[src/rtl/lfsr_gen.sv]
// lfsr_gen: Fibonacci LFSR word source with a valid/ready pull interface, runtime reseed,
// warm-up discard and draw counter. Define LFSR_LOCKUP_RECOVER_EN to replace all-zero states by SEED.
module lfsr_gen #(
  parameter int               WIDTH  = 32,
  parameter logic [WIDTH-1:0] TAPS   = WIDTH'(32'h8020_0003),
  parameter logic [WIDTH-1:0] SEED   = WIDTH'(32'hACE1_1234),
  parameter int               STEP   = 1,
  parameter int               WARMUP = 0
) (
  input  logic             clk,
  input  logic             rst,
  input  logic             en,
  input  logic             seed_load,
  input  logic [WIDTH-1:0] seed_val,
  output logic             rd_valid,
  input  logic             rd_ready,
  output logic [WIDTH-1:0] rd_data,
  output logic [31:0]      draw_cnt,
  output logic             lockup
);

  localparam logic [0:0] ST_WARM   = 1'b0;
  localparam logic [0:0] ST_READY  = 1'b1;
  localparam logic [0:0] ST_INIT   = (WARMUP > 0) ? ST_WARM : ST_READY;
  localparam logic [7:0] WARM_INIT = 8'(WARMUP);

  logic [WIDTH-1:0] state;
  logic [WIDTH-1:0] adv_raw;
  logic [WIDTH-1:0] adv_next;
  logic [WIDTH-1:0] load_next;
  logic [0:0]       fsm;
  logic [7:0]       warm_cnt;
  logic             do_load;
  logic             do_adv;

  // STEP single-bit shifts unrolled into one combinational advance.
  function automatic logic [WIDTH-1:0] advance(input logic [WIDTH-1:0] s);
    logic [WIDTH-1:0] v;
    // NOTE: blocking '=' here on purpose: each shift must see the previous shift's result.
    v = s;
    for (int i = 0; i < STEP; i++) v = {v[WIDTH-2:0], ^(v & TAPS)};
    return v;
  endfunction

  assign adv_raw  = advance(state);
  assign rd_valid = ~rst & en & (fsm == ST_READY);
  assign rd_data  = state;

  // seed_load wins over a coincident transfer; the transfer is then neither counted nor applied.
  assign do_load = en & seed_load;
  assign do_adv  = en & ~seed_load & ((fsm == ST_WARM) ? (warm_cnt != 8'd0) : rd_ready);

`ifdef LFSR_LOCKUP_RECOVER_EN
  assign adv_next  = (adv_raw == '0)  ? SEED : adv_raw;
  assign load_next = (seed_val == '0) ? SEED : seed_val;

  always_ff @(posedge clk or posedge rst) begin
    if (rst) begin
      lockup <= 1'b0;
    end else if ((do_adv && adv_raw == '0) || (do_load && seed_val == '0)) begin
      lockup <= 1'b1;
    end
  end
`else
  assign adv_next  = adv_raw;
  assign load_next = seed_val;
  assign lockup    = 1'b0;
`endif

  // NOTE: sequential state uses '<=' only, so every register samples pre-edge values.
  always_ff @(posedge clk or posedge rst) begin
    if (rst) begin
      state    <= SEED;
      fsm      <= ST_INIT;
      warm_cnt <= WARM_INIT;
      draw_cnt <= '0;
    end else if (do_load) begin
      state    <= load_next;
      fsm      <= ST_INIT;
      warm_cnt <= WARM_INIT;
      draw_cnt <= '0;
    end else if (en) begin
      if (do_adv) state <= adv_next;
      if (fsm == ST_WARM) begin
        // The last discard and the move to READY share an edge, so rd_valid rises
        // exactly WARMUP enabled cycles after entering WARM.
        if (warm_cnt <= 8'd1) fsm <= ST_READY;
        if (warm_cnt != 8'd0) warm_cnt <= warm_cnt - 8'd1;
      end else if (rd_ready) begin
        draw_cnt <= draw_cnt + 32'd1;
      end
    end
  end

endmodule

[config.mk]
export PLATFORM = sky130hd
export DESIGN_NAME = lfsr_gen
export DESIGN_NICKNAME = d
export VERILOG_FILES = /design/src/rtl/lfsr_gen.sv
export SDC_FILE = /design/constraint.sdc
export NUM_CORES = 1
export LEC_CHECK = 0
export ABC_AREA = 1
export CORE_MARGIN = 3
export CORE_UTILIZATION = 50
export CTS_CLUSTER_SIZE = 28
export DETAILED_ROUTE_END_ITERATION = 10
export PLACE_DENSITY = 0.84
export SLEW_MARGIN = 10
export SYNTH_ARGS = -nofsm -noshare
export SYNTH_HDL_FRONTEND = slang
export SYNTH_SLANG_ARGS = --single-unit
[constraint.sdc]
create_clock -name clk -period 3.1 [get_ports clk]
set_input_delay 0.62 -clock clk [delete_from_list [all_inputs] [get_ports clk]]
set_output_delay 0.62 -clock clk [all_outputs]
set_load 0.01 [all_outputs]
# --- Word-level counts from Yosys, hierarchy flattened ---
# Index checks and enable logic that the tools add are counted.
# W data, S select, Z words.
totals:
  output_inout_bits: 66
  wordCells: 41
  mem_count: 0
  romBits: 0
  latchBits: 0
  register_bits: 73
  ramBits: 0
  inputBits: 37
classes:
  n_div: 0
  magnitude_cmp: 1
  n_shift: 0
  mux: 16
  multipliers: 0
  bitwise: 7
  eq_ne: 1
  n_addsub: 2
  n_reduce_logical: 10
ops:
  columns: ["cell", "count"]
  rows:
  - ["$mux W32", 7]
  - ["$add A32 B1 Y32 const B", 1]
  - ["$mux W8", 4]
  - ["$reduce_xor A32 Y1", 1]
  - ["$reduce_bool A2 Y1", 5]
  - ["$le A8 B1 Y1 const B", 1]
  - ["$reduce_bool A8 Y1", 1]
  - ["$sub A8 B1 Y8 const B", 1]
  - ["$reduce_and A3 Y1", 2]
  - ["$and A1 B1 Y1", 5]
  - ["$mux W1", 5]
  - ["$ne A2 B1 Y1 const B", 1]
  - ["$not A1 Y1", 2]
  - ["$reduce_and A2 Y1", 1]

# --- Longest topological paths before layout ---
# Gate-level depths: netlist of the first run.
logic_depth:
  ltp_word: 6
  mapped_depth: 10
  ltp_nobuf: 9

# --- Worst setup path before layout of the first run ---
# No wires, ideal clock.
synth_timing:
  kind: "input to output"
  from: "in en"
  to: "out rd_valid"
  setup_slack_ps: 1528
  n_path_buf: 0
  arrival_ps: 952
  required_ps: 2480
  stages: 2
  cell_sequence: "inv_1 nor3_1"
synth_between:
  elab_chain_len: 2
synth_rtl:
  columns: ["element", "line_no", "rtl"]
  rows:
  - ["start, declared", "12", "input logic en,"]
  - ["$and A1 B1 Y1 (2 in series)", "46", "assign rd_valid = ~rst & en & (fsm == ST_READY);"]
  - ["end, declared", "15", "output logic rd_valid,"]
# Every way passes these cells.

# --- Final worst setup path of the first run ---
# Ends and elaborated chain as after synthesis.

==> results of run 1 <==
## per-layer routing
| metal | GRT usage [%] | vias to the layer above |
|---|---|---|
| met1 | 31.34 | 1961 |
| li1 | - | 1975 |
| met5 | 0 | - |
| met3 | 5.591 | 11 |
| met4 | 6.828 | 0 |
| met2 | 38.79 | 162 |
## worst max-delay path, cell delays in order
cell and delay, ns:
clkdlybuf4s50_1 0.56, inv_1 0.10, nor3_1 0.18, clkdlybuf4s50_1 0.57
## registers in the layout, summed over array words and instances (netlist names)
| name | count |
|---|---|
| warm_cnt | 8 |
| rd_data | 32 |
| fsm | 1 |
| draw_cnt | 32 |
## Yosys cell counts (all sizes together)
cell	count
o311ai	1
nor3b	2
ha	4
nand4	8
nand3	60
o21ai	20
a21oi	19
nand2	138
clkinv	1
and2	2
conb	1
o211ai	31
xor2	4
dfstp	14
nor3	6
buf	16
o21bai	1
a211oi	1
clkbuf	6
inv	40
or2	33
o31ai	1
nor2	76
dfrtp	59
## metrics by stage
| stage | worst slack [ns] | instance area, um^2 | cells | hold slack [ns] |
|---|---|---|---|---|
| after floorplan | 0.6499 | 4318 | 544 | 0.4530 |
| after global placement | 0.4979 | 5401 | 735 | 0.4737 |
| after detailed placement | 0.4520 | 5401 | 735 | 0.4884 |
| after CTS | 0.4554 | 5644 | 751 | 0.5020 |
| after global routing | 0.4140 | 5644 | 751 | 0.5286 |
| final | 0.4583 | 5644 | 751 | 0.5019 |
## cell usage in the layout (no fill, tap or decap), types with 19 or more instances in the layout
cell	Yosys	layout
dfrtp_1	59	59
nor2_1	67	67
nand3_1	56	56
clkdlybuf4s50_1	0	101
o211ai_2	29	29
or2_2	33	33
nand2_1	133	133
inv_1	39	38
a21oi_1	19	19
o21ai_0	19	19
## cells by family after synthesis
| family | Yosys count |
|---|---|
| simple gates | 325 |
| compound gates | 74 |
| flops | 73 |
| buf+inv | 63 |
| xor+xnor | 4 |
| fa+ha+maj | 4 |
| other cells | 1 |
## layout make-up
| class | count | area, um^2 |
|---|---|---|
| Multi-Input combinational cell | 408 | 2196 |
| Fill cell | 642 | 2655 |
| Clock buffer | 9 | 123.9 |
| Timing Repair Buffer | 108 | 1076 |
| Inverter | 41 | 153.9 |
| Tap cell | 105 | 131.4 |
| Sequential cell | 73 | 1844 |
| Clock inverter | 7 | 118.9 |
## power by group through the flow
| stage | sequential, mW | combinational, mW | clock [mW] |
|---|---|---|---|
| 2_1_floorplan | 1.26 | 0.355 | 0 |
| 3_3_place_gp | 1.24 | 0.683 | 0 |
| 3_5_place_dp | 1.24 | 0.710 | 0 |
| 4_1_cts | 1.23 | 0.710 | 0.916 |
| 5_1_grt | 1.25 | 0.789 | 0.957 |
| 6_report | 1.23 | 0.703 | 0.902 |
## how the worst max path moves through the flow
stage,depth (start not counted),slack [ns],startpoint,to
floorplan,1,0.65,rst,draw_cnt[0]$_DFFE_PP0P_
global placement,4,0.50,en,rd_valid
detailed placement,4,0.45,en,rd_valid
CTS,4,0.46,en,rd_valid
global route,4,0.41,en,rd_valid
finish,4,0.46,en,rd_valid
==> summary.txt, run 1 <==
Timing
  – Clock Skew: between 0.007 and 0.008 ns
  – Final setup violating endpoints: 0
  – Worst-Margin Slew: around 0.59 ns
  – Slew Limit Fails: 0
  – Post-route minimum period: around 2.6 ns
  – Relative slew slack: between 60% and 70%
  – RSZ-0062 raised after global routing: no
  – Crit share post-route: between 80% and 90%
  – Final hold violation count: 0
  – Setup_tns: 0 ns
  – Fmax: around 380 MHz

Critical path
  – WP data required: about 2.5 ns
  – Reg2reg end: rd_data[16]$_DFFE_PP1P_
  – Setup CP Type: input port to output pin
  – Critical path peak fanout: 5
  – Internal reg-to-reg setup slack: around 1.2 ns
  – Critical Path AT: about 2 ns
  – Worst setup SP type: input port
  – CP endpoint kind: output pin
  – R2R depth: 6
  – Reg-to-reg startpoint: fsm$_DFFE_PP1P_

Outcome
  – Status: finished, final reports clean

Route
  – DR WL met2: 5332 um
  – First-pass detailed-route iteration total: 5
  – Wl on met1: between 4000 and 5000 um
  – Total routed wirelength: 11040 um
  – Vias/cell: about 5.5
  – DR DRC count: 0
  – Initial drt markers: 261
  – DR WL/cell: ~15 um
  – ANT nets after route: 0
  – Max layer used: met4
  – Met3 wire length: 932 um
  – Routed via count: between 4k and 5k

Final layout
  – Layout cells sized above 1: approximately 18%
  – Ant diodes: 0
  – Final nets: between 600 and 700
  – Fin util: between 60% and 70%
  – Area Growth Syn to Fin: 30.72%

Synth
  – Post-Synthesis Net Count: 585
  – Cell Area, Synth: between 4000 and 5000 um^2
  – Largest cells by area after synthesis: dfrtp_1 34%, nand2_1 12%, dfstp_2 8.5%
  – Post-synthesis register bit count: between 70 and 80
  – Largest family of logic cells by synthesized area: simple AND/OR/NAND/NOR gates
  – Mapped Avg Cell Area: between 7 and 8 um^2
  – Synth Warn #: 0
  – Top cell type's share of synthesized area: 34.19%
  – Area leader, netlist: dfrtp_1
  – Post-synthesis sequential area ratio: 42.71%
  – Synth Area in Adders: under 10%
  – XOR/XNOR share of the synthesized area: less than 1%
  – Yosys cell types: 35
  – Post-synthesis cell count: between 500 and 600
  – Simple-gate area share of the yosys netlist: 34.80%
  – Compound-Gate Fraction of Synth Area: around 14%
  – Post-synthesis mux area share: 0%

Die
  – Die H: just under 100 um
  – Core region area: 8299 um^2
  – Site Rows: 33
  – Starting density of the core: between 50% and 60%
  – Die X: between 90 and 100 um
  – DIE AREA: roughly 9800 um^2
  – Boundary Pins: 103

Pwr
  – Clock share of power: between 30% and 40%
  – Leak pwr: 2.421 nW
  – Comb power frac: roughly 25%
  – Seq pwr share: 43.5%
  – Pwr Total: 2.838 mW
  – Net Sw Frac: roughly 30%
  – P per Cell Area: around 500 nW/um^2
  – Power Internal: approximately 2.0 mW
  – Peak VDD IR: ~0.31 mV
  – Sw Pwr: ~0.85 mW

Hold path
  – Hold path endpoint: rd_data[29]$_DFFE_PP1P_
  – WHS Path Cells: 2
  – Hold path startpoint: rd_data[29]$_DFFE_PP1P_
  – Worst min path class: flop to flop

Global route
  – Total GRT Usage: a little under a quarter
  – Remaining global-route overflow: 0
  – Initial antenna violation count: 0
  – Largest net degree at the start of global routing: 74
  – Vias in the first global route: about 4.1k
  – First-pass GRT wire length: roughly 19000 um

Clocking
  – CTS Root Buffer Type: clkbuf_8
  – Clock Pin Slew Worst Setup and Hold Paths: ~0.08 ns
  – CTS max path bufs: 2
  – CTS H-tree lvls: 3
  – Setup bufs post-CTS: 0
  – Total CTS buffers: 9
  – CTS tree: done
  – Sink Count: between 70 and 80
  – Clk_lat worst skew: 0.35 ns
  – CTS resizes: 0
  – # hold bufs at CTS: 0

Place
  – Gpl congestion: ~0.93
  – Buffers on Ports: between 100 and 150
  – Hpwl dp: 7941 um

Job
  – Maxcap violations: 0
(Power assumes the default switching activity.)
==> run 2, diff against run 1 <==
HOLD_SLACK_MARGIN = 0.08   (was unset)
==> results of run 2 <==
Same layout as run 1: the final DEF is identical, and so are final timing and power.
